[src/rtl/bootstrap_pkg.sv]
// bootstrap_pkg: shared state/error encodings and counter sizing for the bootstrap controller
package bootstrap_pkg;
  typedef enum logic [2:0] {LOCKED, LEN_HI, LEN_LO, PAYLOAD, DRAIN} state_e;
  typedef enum logic [1:0] {NONE = 2'd0, TIMEOUT = 2'd1, OVERFLOW = 2'd2, BAD_LEN = 2'd3} err_e;
  function automatic int cw(input int n);
    return (n > 1) ? $clog2(n) : 1;
  endfunction
endpackage

[src/rtl/magic_matcher.sv]
// magic_matcher: tracks progress through the unlock sequence and pulses on its final byte
module magic_matcher
  import bootstrap_pkg::*;
#(
  parameter int MAGIC_BYTES = 1,
  parameter logic [8*MAGIC_BYTES-1:0] MAGIC = '0
) (
  input  logic       clk,
  input  logic       areset,
  input  logic       valid_i,
  input  logic [7:0] data_i,
  input  logic       clear_i,
  output logic       match_o
);
  localparam int CW = cw(MAGIC_BYTES);
  logic [CW-1:0] cnt_q, cnt_d;
  logic [8*MAGIC_BYTES-1:0] sh;
  logic hit, last;
  // Shifting left by the counter brings byte [counter] (MSB first) to the top
  assign sh = MAGIC << (8 * cnt_q);
  assign hit = data_i == sh[8*MAGIC_BYTES-1 -: 8];
  assign last = cnt_q == CW'(MAGIC_BYTES - 1);
  assign match_o = valid_i && hit && last;
  assign cnt_d = clear_i ? '0 : !valid_i ? cnt_q : (hit && !last) ? cnt_q + 1'b1 : '0;
  always_ff @(posedge clk or posedge areset)
    if (areset) cnt_q <= '0;
    else cnt_q <= cnt_d;
endmodule

[src/rtl/bootstrap_ctrl.sv]
// bootstrap_ctrl: magic-sequence unlock, length header capture and one-byte-buffered payload forwarding
module bootstrap_ctrl
  import bootstrap_pkg::*;
#(
  parameter int MAGIC_BYTES = 1,
  parameter logic [8*MAGIC_BYTES-1:0] MAGIC = '0,
  parameter int MAX_LEN = 256,
  parameter int TIMEOUT_CYCLES = 1000000
) (
  input  logic       clk,
  input  logic       areset,
  input  logic       s_axis_tvalid,
  input  logic [7:0] s_axis_tdata,
  output logic       m_axis_tvalid,
  input  logic       m_axis_tready,
  output logic [7:0] m_axis_tdata,
  output logic       m_axis_tlast,
  output logic       unlocked,
  output logic       done,
  output logic       err,
  output logic [1:0] err_code
);
  localparam int RW = cw(MAX_LEN + 1);
  localparam int TW = cw(TIMEOUT_CYCLES);
  state_e state_q;
  err_e code_q;
  logic [7:0] len_hi_q, hd_q;
  logic [RW-1:0] rem_q;
  logic [TW-1:0] tmo_q;
  logic [15:0] len;
  logic hv_q, hl_q, done_q, err_q, match, timed, drain, tmo_exp, bad_len, last_byte;

  magic_matcher #(.MAGIC_BYTES(MAGIC_BYTES), .MAGIC(MAGIC)) u_match (
    .clk(clk), .areset(areset), .valid_i(s_axis_tvalid && state_q == LOCKED),
    .data_i(s_axis_tdata), .clear_i(state_q != LOCKED), .match_o(match)
  );

  assign timed = state_q inside {LEN_HI, LEN_LO, PAYLOAD};
  assign drain = hv_q && m_axis_tready;
  assign tmo_exp = timed && !s_axis_tvalid && tmo_q == TW'(TIMEOUT_CYCLES - 1);
  assign len = {len_hi_q, s_axis_tdata};
  assign bad_len = len == 16'd0 || {1'b0, len} > 17'(MAX_LEN);
  assign last_byte = rem_q == RW'(1);
  assign m_axis_tvalid = hv_q;
  assign m_axis_tdata = hd_q;
  assign m_axis_tlast = hl_q;
  assign unlocked = state_q != LOCKED;
  assign done = done_q;
  assign err = err_q;
  assign err_code = code_q;

  always_ff @(posedge clk or posedge areset)
    if (areset) begin
      state_q <= LOCKED;
      code_q <= NONE;
      len_hi_q <= '0;
      hd_q <= '0;
      rem_q <= '0;
      tmo_q <= '0;
      hv_q <= 1'b0;
      hl_q <= 1'b0;
      done_q <= 1'b0;
      err_q <= 1'b0;
    end else begin
      done_q <= 1'b0;
      err_q <= 1'b0;
      code_q <= NONE;
      tmo_q <= (s_axis_tvalid || !timed || tmo_exp) ? '0 : tmo_q + 1'b1;
      if (drain) begin
        hv_q <= 1'b0;
        hl_q <= 1'b0;
      end
      if (tmo_exp) begin
        err_q <= 1'b1;
        code_q <= TIMEOUT;
        hv_q <= 1'b0;
        hl_q <= 1'b0;
        state_q <= LOCKED;
      end else
        case (state_q)
          LOCKED: if (match) state_q <= LEN_HI;
          LEN_HI: if (s_axis_tvalid) begin
            len_hi_q <= s_axis_tdata;
            state_q <= LEN_LO;
          end
          LEN_LO: if (s_axis_tvalid) begin
            if (bad_len) begin
              err_q <= 1'b1;
              code_q <= BAD_LEN;
              state_q <= LOCKED;
            end else begin
              rem_q <= RW'(len);
              state_q <= PAYLOAD;
            end
          end
          PAYLOAD: if (s_axis_tvalid) begin
            // A byte landing while the holder is full and stalled is an overrun
            if (hv_q && !m_axis_tready) begin
              err_q <= 1'b1;
              code_q <= OVERFLOW;
              hv_q <= 1'b0;
              hl_q <= 1'b0;
              state_q <= LOCKED;
            end else begin
              hd_q <= s_axis_tdata;
              hv_q <= 1'b1;
              hl_q <= last_byte;
              rem_q <= rem_q - 1'b1;
              if (last_byte) state_q <= DRAIN;
            end
          end
          DRAIN: if (drain) begin
            done_q <= 1'b1;
            state_q <= LOCKED;
          end
          default: state_q <= LOCKED;
        endcase
    end
endmodule
[config.mk]
export PLATFORM = sky130hd
export DESIGN_NAME = bootstrap_ctrl
export DESIGN_NICKNAME = d
export VERILOG_FILES = /design/src/rtl/bootstrap_pkg.sv /design/src/rtl/magic_matcher.sv /design/src/rtl/bootstrap_ctrl.sv
export SDC_FILE = /design/constraint.sdc
export NUM_CORES = 1
export LEC_CHECK = 0
export CAP_MARGIN = 20
export CORE_MARGIN = 5
export CORE_UTILIZATION = 55
export DETAILED_ROUTE_END_ITERATION = 8
export PLACE_DENSITY = 0.77
export SETUP_SLACK_MARGIN = 0.02
export SYNTH_ARGS = -nofsm -noshare
export SYNTH_HDL_FRONTEND = slang
export SYNTH_SLANG_ARGS = --single-unit
export TNS_END_PERCENT = 30
[constraint.sdc]
create_clock -name clk -period 2.5 [get_ports clk]
set_input_delay 0.25 -clock clk [delete_from_list [all_inputs] [get_ports clk]]
set_output_delay 0.25 -clock clk [all_outputs]
set_load 0.005 [all_outputs]
# After elaboration in Yosys (flattened, before gate mapping)
# Cells that the tools add are included.
# totals
elab_cells	104
input_bits	12
reg_bits	55
# op_classes
shift	1
mux	44
magnitude_cmp	1
bitwise	3
addsub	3
n_eq_ne	17
reduce_logical	24
# op_table
operator	count
2-to-1 mux 9 bit	4
2-to-1 mux 3 bit	8
2-to-1 mux 1 bit	21
adder 20 x 1 -> 20 bit (second input constant)	1
== test 20 bit (second input constant)	1
2-to-1 mux 20 bit	1
case mux 9 bit (2 select lines)	1
> comparator 16 x 9 -> 1 bit (second input constant)	1
logical NOT 16 bit	1
!= test 3 bit (second input constant)	5
case mux 3 bit (5 select lines)	1
2-to-1 mux 2 bit	6
AND reduction 6 bit	2
== test 9 x 1 -> 1 bit (second input constant)	1
subtractor 9 x 1 -> 9 bit (second input constant)	1
== test 8 bit	1
logical AND 1 bit	8
!= test 2 bit (second input constant)	4
left shift 1 x 4 -> 8 bit (first input constant)	1
== test 3 x 2 -> 1 bit (second input constant)	2
nonzero test 3 bit	2
!= test 4 x 3 -> 1 bit (second input constant)	1
case mux 2 bit (2 select lines)	1
AND reduction 4 bit	1
10 further kinds	17

# Depth between registers and ports, before layout
# Gate-level depths: netlist (run 1).
# logic_depth
ltp_word	7
mapped_depth	7

# Cells and area by module
# A second synthesis (run 1) with hierarchy kept.
# unflattened
cells_unflattened	278
hier_area_um2	2776.4
# by_module_without_submodules
module	n_inst	seq_area_each_um2	area_per_inst_um2	cells_each
bootstrap_ctrl	1	1351.3	2710.1	272
magic_matcher	1	25.0	66.3	6

# Least setup slack after synthesis (run 1)
# Ideal clock, no wire load.
# synth_path
kind	register to register
startpoint	register len_hi_q[4]
endpoint	register rem_q[1]
path_stages_with_launch	7
required_ns	2.375
slack_ns	0.516
arrival_time_ns	1.859
setup_time_ns	0.125
n_path_buf	1
cell_sequence	dfrtp_1 -> or4_4 -> nor4_4 -> a31oi_4 -> nand2b_4 -> buf_6 -> mux2_4
# synth_via
elab_chain_len	4
# synth_rtl
item	line_no	source
from (decl)	bootstrap_ctrl.sv:27	logic [7:0] len_hi_q, hd_q;
from (signal assigned)	bootstrap_ctrl.sv:83	len_hi_q <= s_axis_tdata;
> comparator 16 x 9 -> 1 bit / logical NOT 16 bit (equally long branches)	bootstrap_ctrl.sv:42	assign bad_len = len == 16'd0 || {1'b0, len} > 17'(MAX_LEN);
logical OR 1 bit *	bootstrap_ctrl.sv:42	
!= test 2 bit (no line) *	-	
AND reduction 6 bit (no line) *	-	
to (signal assigned)	bootstrap_ctrl.sv:92	rem_q <= RW'(len);
to (signal assigned)	bootstrap_ctrl.sv:108	rem_q <= rem_q - 1'b1;
to (decl)	bootstrap_ctrl.sv:28	logic [RW-1:0] rem_q;
# Every way passes the cells marked *; elsewhere a longest branch is shown, timed or not.
# A chain may end at the register's enable or synchronous reset.

# Final worst setup path (run 1)
# layout_path
startpoint	register state_q[0]
endpoint	output unlocked
# layout_via
elab_chain_len	1
# layout_rtl
item	line_no	source
from (decl)	bootstrap_ctrl.sv:25	state_e state_q;
from (signal assigned)	bootstrap_ctrl.sv:54	state_q <= LOCKED;
from (signal assigned)	bootstrap_ctrl.sv:78	state_q <= LOCKED;
from (signal assigned)	bootstrap_ctrl.sv:81	LOCKED: if (match) state_q <= LEN_HI;
nonzero test 3 bit	bootstrap_ctrl.sv:47	assign unlocked = state_q != LOCKED;
to (decl)	bootstrap_ctrl.sv:18	output logic unlocked,
# No other way between the ends.

==> results of run 1 <==
-- cell usage after synthesis (3+ instances only) --
cell type,n,area share (%)
dfrtp_1,55,50
nor2_1,31,4.2
clkbuf_1,7,0.95
mux2_2,16,6.5
or2_2,3,0.68
nor3b_1,4,1.1
nand3b_1,4,1.1
nand3_1,17,3.1
and3_1,5,1.1
nor4_1,7,1.6
ha_1,3,1.4
xnor2_1,7,2.2
a21oi_1,5,0.90
a31oi_1,3,0.68
nand4_1,5,1.1
o21ai_0,22,4.0
nor3_1,6,1.1
nand2_1,27,3.7
inv_1,6,0.81
xor2_1,11,3.5
-- layout make-up --
type | instances | area share (%)
sequential | 55 | 42.41
clock buffer | 6 | 2.236
timing repair buffer | 33 | 10.02
multi-input combinational | 205 | 41.13
clock inverter | 1 | 0.9252
tap | 67 | 2.583
inverter | 6 | 0.6939
-- worst paths after layout --
check | start | end | slack [ps] | depth (start not counted)
worst max-delay path | state_q[0] | unlocked | 460 | 2
worst min-delay path | areset | m_axis_tdata[5] | 130 | 2
worst max register to register | tmo_q[0] | tmo_q[9] | 460 | 7
worst min register to register | m_axis_tdata[2] | m_axis_tdata[2] | 510 | 1
max in group asynchronous | areset | tmo_q[12] | 1900 | 3
min in group clk | m_axis_tdata[2] | m_axis_tdata[2] | 510 | 1
-- logic make-up after synthesis --
group | count (synthesis) | synth area share [%]
AOI/OAI and AO/OA | 40 | 9.419
and+or+nand+nor | 126 | 24.25
xor gates and xnor gates | 18 | 5.678
muxes | 18 | 7.390
adders and majority gates | 3 | 1.352
DFF | 55 | 49.57
buffers and inverters | 15 | 2.343
-- routing by layer --
| layer | part of all wire [%] | wire length, microns | vias to the layer above | track usage [%] |
|---|---|---|---|---|
| met3 | 3.3 | 191 | 9 | 4.656 |
| met1 | 45 | 2641 | 1068 | 27.39 |
| met2 | 50 | 2915 | 41 | 32.76 |
| met5 | 0 | 0 | - | 0 |
| li1 | - | - | 1039 | - |
| met4 | 1.3 | 76 | 0 | 6.250 |
-- layout by cell type, fill, tap and decap left out, drive strengths merged, types with 2 or more instances in the layout --
cell           instances
or3                    2
and3b                  2
dfrtp                 55
or4                    2
nor2                  31
and3                   5
nand3                 17
buf                    7
a31oi                  4
nand4                  5
and4b                  2
mux2                  17
or2                    3
xor2                  11
inv                    6
nand2                 27
o21ai                 22
o211ai                 2
clkdlybuf4s50         26
nor3                   6
a311o                  2
xnor2                  7
and2                   2
a21oi                  6
ha                     3
nand2b                 2
nor4                   8
clkbuf                 6
nand3b                 4
nor3b                  4
-- stage by stage --
stage / area (sq um) / setup WS, ps / cells
5_1_grt: 3246 / 235.6 / 373
2_1_floorplan: 2776 / 515.8 / 275
4_1_cts: 3246 / 449.2 / 373
3_3_place_gp: 3143 / 284.0 / 366
3_5_place_dp: 3143 / 180.5 / 366
6_report: 3246 / 456.5 / 373
-- power groups by stage --
stage,combinational (W),clock [W],sequential [W]
floorplan,0.000621,0,0.00129
CTS,0.000974,0.000579,0.00134
global placement,0.000948,0,0.00134
global route,0.00108,0.000615,0.00138
detailed placement,0.000961,0,0.00136
finish,0.000961,0.000566,0.00135
-- critical path: stages (launching register included) --
cell and delay (ps):
dfrtp_1 520, or3_1 490, clkdlybuf4s50_1 480
-- state kept, by name, summed over array words and instances (netlist names) --
| name | count |
|---|---|
| state_q | 3 |
| rem_q | 9 |
| tmo_q | 20 |
| len_hi_q | 8 |
| m_axis_tdata | 8 |
| err_code | 2 |
| m_axis_tvalid | 1 |
| u_match.cnt_q | 1 |
| done | 1 |
| err | 1 |
| m_axis_tlast | 1 |
==> flow_metrics.env, run 1 <==
export IMPL_outcome="completed"
export IMPL_p_total_w=0.002872
export IMPL_drc=0
export IMPL_cts_root_buf="clkbuf_8"
export IMPL_drt_wl_total_mm=5.825
export IMPL_io_pins=27
export IMPL_port_buffers=26
export IMPL_comb_power_share_pct=33.5
export IMPL_clkTransAtPathRegs_ps=90
export IMPL_vias_per_cell=5.783
export IMPL_synth_cell_types=45
export IMPL_antenna_cells=0
export IMPL_intPower_w=0.001941
export IMPL_dpl_hpwl_mm=4.195
export IMPL_final_hold_viol_count=0
export IMPL_drive_gt1_share_pct=13.40
export IMPL_hp_class="input port to asynchronous set/reset pin"
export IMPL_power_switching_w=0.0009310
export IMPL_setup_viol=0
export IMPL_synthCells=275
export IMPL_grt_pass1_wl_mm=10.26
export IMPL_worstPathRequired_ps=2250
export IMPL_post_cts_setup_buffer_count=0
export IMPL_n_fill_cell=403
export IMPL_cts_sinks=55
export IMPL_coreArea_sq_um=4817
export IMPL_final_max_slew_violation_count=0
export IMPL_grt_util_all_layers_pct=20.34
export IMPL_ys_seq_elements=55
export IMPL_max_freq_mhz=489.4
export IMPL_ys_flop_type="dfrtp_1"
export IMPL_syn_nets=290
export IMPL_tns_ps=0
export IMPL_maxSlewHeadroom_pct=52.00
export IMPL_routedWlPerCell_microns=15.62
export IMPL_power_density_nw_per_um2=884.8
export IMPL_gp_congestion=0.8786
export IMPL_hold_buffers=0
export IMPL_area_delta_synth_final_pct=16.90
export IMPL_fin_crit_ps=2043
export IMPL_yosysSeqAreaShare_pct=49.57
export IMPL_pwr_share_clk_pct=19.7
export IMPL_switching_share_pct=32.42
export IMPL_postCtsResizedCells=0
export IMPL_p_leak_nw=1.340
export IMPL_clk_insertion_delay_late_ps=310
export IMPL_postLayoutCoreUtil_pct=67.38
export IMPL_initial_core_util_pct=57.64
export IMPL_ctsHtreeMaxLevel=2
export IMPL_worstMarginPinSlew_ps=714.5
export IMPL_via_count=2157
export IMPL_ir_drop_mv=0.4468
export IMPL_fp_dieH_microns=81.05
export IMPL_cts_buffer_depth=2
export IMPL_clock_skew_ps=11.95
export IMPL_cp_max_fo=12
export IMPL_syn_area_per_cell_sq_um=10.10
export IMPL_yosys_warnings=0
export IMPL_antenna_found_initial=0
export IMPL_cp_start_kind="register"
export IMPL_fin_hold_ws_ps=129.6
export IMPL_pwr_share_seq_pct=46.8
export IMPL_rsz0062_at_grt="no"
export IMPL_finalCritPeriodShare_pct=81.74
export IMPL_overflow=0
export IMPL_dieWidth_microns=81.05
export IMPL_grt_pass1_vias=2137
export IMPL_arrival_ps=1790
export IMPL_first_pass_iters=4
export IMPL_synth_edf_count=0
export IMPL_nets=321
export IMPL_regArea_sq_um=1376
export IMPL_cap_violations=0
export IMPL_multi_input_area_sq_um=1335
export IMPL_syn_area_sq_um=2776
export IMPL_tritoncts="yes"
export IMPL_ant_nets=0
export IMPL_async_flop_share_pct=100.0
export IMPL_cts_inserted_buffers=5
export IMPL_drtIter0Drc=145
export IMPL_worstSetupEndpointType="primary output"
export IMPL_fp_row_count=25
export IMPL_grt_max_degree=53
export IMPL_crit_type="register to primary output"
export IMPL_die_area_sq_um=6569
(Power assumes the default switching activity.)
==> run 2, diff against run 1 <==
- CORE_UTILIZATION: 55 -> 51
- PLACE_DENSITY: 0.77 -> 0.75
- clock period: 2.5 -> 1.8 ns (I/O delays scaled with it)
==> flow_metrics.env, run 2 (synthesized netlist as in run 1, its figures left out) <==
export IMPL_outcome="finished, violations left"
export IMPL_violations="negative setup slack"
export IMPL_cts_sinks=55
export IMPL_fp_dieH_microns=83.79
export IMPL_die_area_sq_um=7020
export IMPL_pwr_share_clk_pct=15.8
export IMPL_coreArea_sq_um=5205
export IMPL_hold_buffers=0
export IMPL_critical_path_cell_chain="or4_4 > nor4_4 > buf_4 > a31oi_4 > nand2b_4 > mux2_4"
export IMPL_antenna_found_initial=0
export IMPL_cts_root_buf="clkbuf_8"
export IMPL_port_buffers=26
export IMPL_area_delta_synth_final_pct=32.04
export IMPL_pre_cts_ws_ps=-179.8
export IMPL_p_leak_nw=1.567
export IMPL_overflow=0
export IMPL_tns_ps=-609.9
export IMPL_cp_start_kind="register"
export IMPL_max_freq_mhz=525.4
export IMPL_drive_gt1_share_pct=28.16
export IMPL_gp_congestion=0.8549
export IMPL_switching_share_pct=33.16
export IMPL_initial_core_util_pct=53.34
export IMPL_final_common_cell="dfrtp_1"
export IMPL_cts_inserted_buffers=5
export IMPL_rsz0062_at_grt="yes"
export IMPL_pwr_share_seq_pct=41.6
export IMPL_drc=0
export IMPL_grt_pass1_wl_mm=10.59
export IMPL_cap_violations=0
export IMPL_ir_drop_mv=0.5922
export IMPL_regMostFlops="tmo_q"
export IMPL_dpl_hpwl_mm=4.432
export IMPL_drtIter0Drc=183
export IMPL_setup_viol=10
export IMPL_crit_type="register to register"
export IMPL_fin_hold_ws_ps=226.9
export IMPL_slowest_delay_ps=550
export IMPL_maxSlewHeadroom_pct=79.89
export IMPL_grt_max_degree=56
export IMPL_via_count=2323
export IMPL_first_pass_iters=5
export IMPL_power_density_nw_per_um2=1183
export IMPL_comb_power_share_pct=42.7
export IMPL_hp_class="input port to asynchronous set/reset pin"
export IMPL_worstMarginPinSlew_ps=298.9
export IMPL_drt_wl_total_mm=6.141
export IMPL_power_switching_w=0.001438
export IMPL_io_pins=27
export IMPL_final_cell_mix="dfrtp_1 (52), buf_4 (41), nor2_1 (31)"
export IMPL_clk_insertion_delay_late_ps=310
export IMPL_final_hold_viol_count=0
export IMPL_grt_util_all_layers_pct=18.32
export IMPL_fin_crit_ps=1903
export IMPL_largest_reg_flops=20
export IMPL_nets=362
export IMPL_dieWidth_microns=83.79
export IMPL_ant_nets=0
export IMPL_fp_row_count=26
export IMPL_cts_buffer_depth=2
export IMPL_crit_slowest_cell="or4_4"
export IMPL_worstSetupEndpointType="register"
export IMPL_routedWlPerCell_microns=14.69
export IMPL_clkTransAtPathRegs_ps=100
export IMPL_intPower_w=0.002899
export IMPL_cp_max_fo=3
export IMPL_arrival_ps=2100
export IMPL_finalCritPeriodShare_pct=105.7
export IMPL_grt_pass1_vias=2261
export IMPL_antenna_cells=0
export IMPL_largest_registers="tmo_q: 20 flops, rem_q: 9 flops"
export IMPL_vias_per_cell=5.557
export IMPL_setup_ws_ps=-103.2
export IMPL_ctsHtreeMaxLevel=2
export IMPL_final_max_slew_violation_count=0
export IMPL_worstPathRequired_ps=2000
export IMPL_clock_skew_ps=9.987
export IMPL_tritoncts="yes"
-- run 2: cell types whose count changed in the layout (fill, tap and decap cells not counted), sizes merged --
cell / delta
inv: +1
clkinv: +2
dlygate4sd2: +1
clkbuf: -1
buf: +41
bufinv: -1
clkdlybuf4s50: -1
-- run 2: layer usage --
metal	vias up	part of all wire, %	track usage, %
li1	1117	-	-
met1	1124	47	25.93
met2	69	46	27.84
met3	13	4.8	4.245
met4	0	1.7	5.848
met5	-	0	0
-- run 2: power by group through the flow --
stage | clock [W] | combinational, W | sequential (W)
after detailed placement | 0 | 0.00165 | 0.00184
final | 0.000684 | 0.00185 | 0.00180
after floorplan | 0 | 0.000867 | 0.00180
after CTS | 0.000712 | 0.00180 | 0.00180
after global routing | 0.000764 | 0.00200 | 0.00185
after global placement | 0 | 0.00160 | 0.00182
-- run 2: path summary, 6_finish.rpt --
path	start	endpoint	slack (ps)	depth (start not counted)
worst max-delay path	len_hi_q[7]	rem_q[1]	-100	6
worst min-delay path	areset	tmo_q[9]	230	3
worst max register to register	len_hi_q[7]	rem_q[1]	-100	6
worst min register to register	m_axis_tdata[2]	m_axis_tdata[2]	510	1
max in group asynchronous	areset	state_q[0]	1310	3
min in group clk	m_axis_tdata[2]	m_axis_tdata[2]	510	1
-- run 2: worst max-delay path, delay by kind of cell (launching register included) --
family	cells	cell delay (ps)
simple gates	3	850
flops	1	400
mux	1	290
buf+inv	1	170
compound gates	1	90
-- run 2: area by class of cell --
cell class,instances,area (sq um)
Clock buffer,5,68.82
Clock inverter,3,18.77
Fill cell,394,1539
Inverter,6,22.52
Multi-Input combinational cell,205,1399
Sequential cell,55,1380
Tap cell,70,87.58
Timing Repair Buffer,74,689.4
-- run 2: per-stage QoR --
stage	std cells	cell area (sq um)	util [%]	total power, W
after floorplan	275	2780	-	0.002663
after global placement	405	3470	66.66	0.003425
after detailed placement	405	3470	66.66	0.003486
after CTS	417	3622	69.59	0.004305
after global routing	418	3666	70.43	0.004615
final	418	3666	70.43	0.004337
-- run 2: what timing repair did --
action	in CTS	in global routing
resized for setup	18	12
setup buffers	4	1
pin swaps	4	3
endpoints found under the hold margin	0	0
setup endpoints to repair	13	36
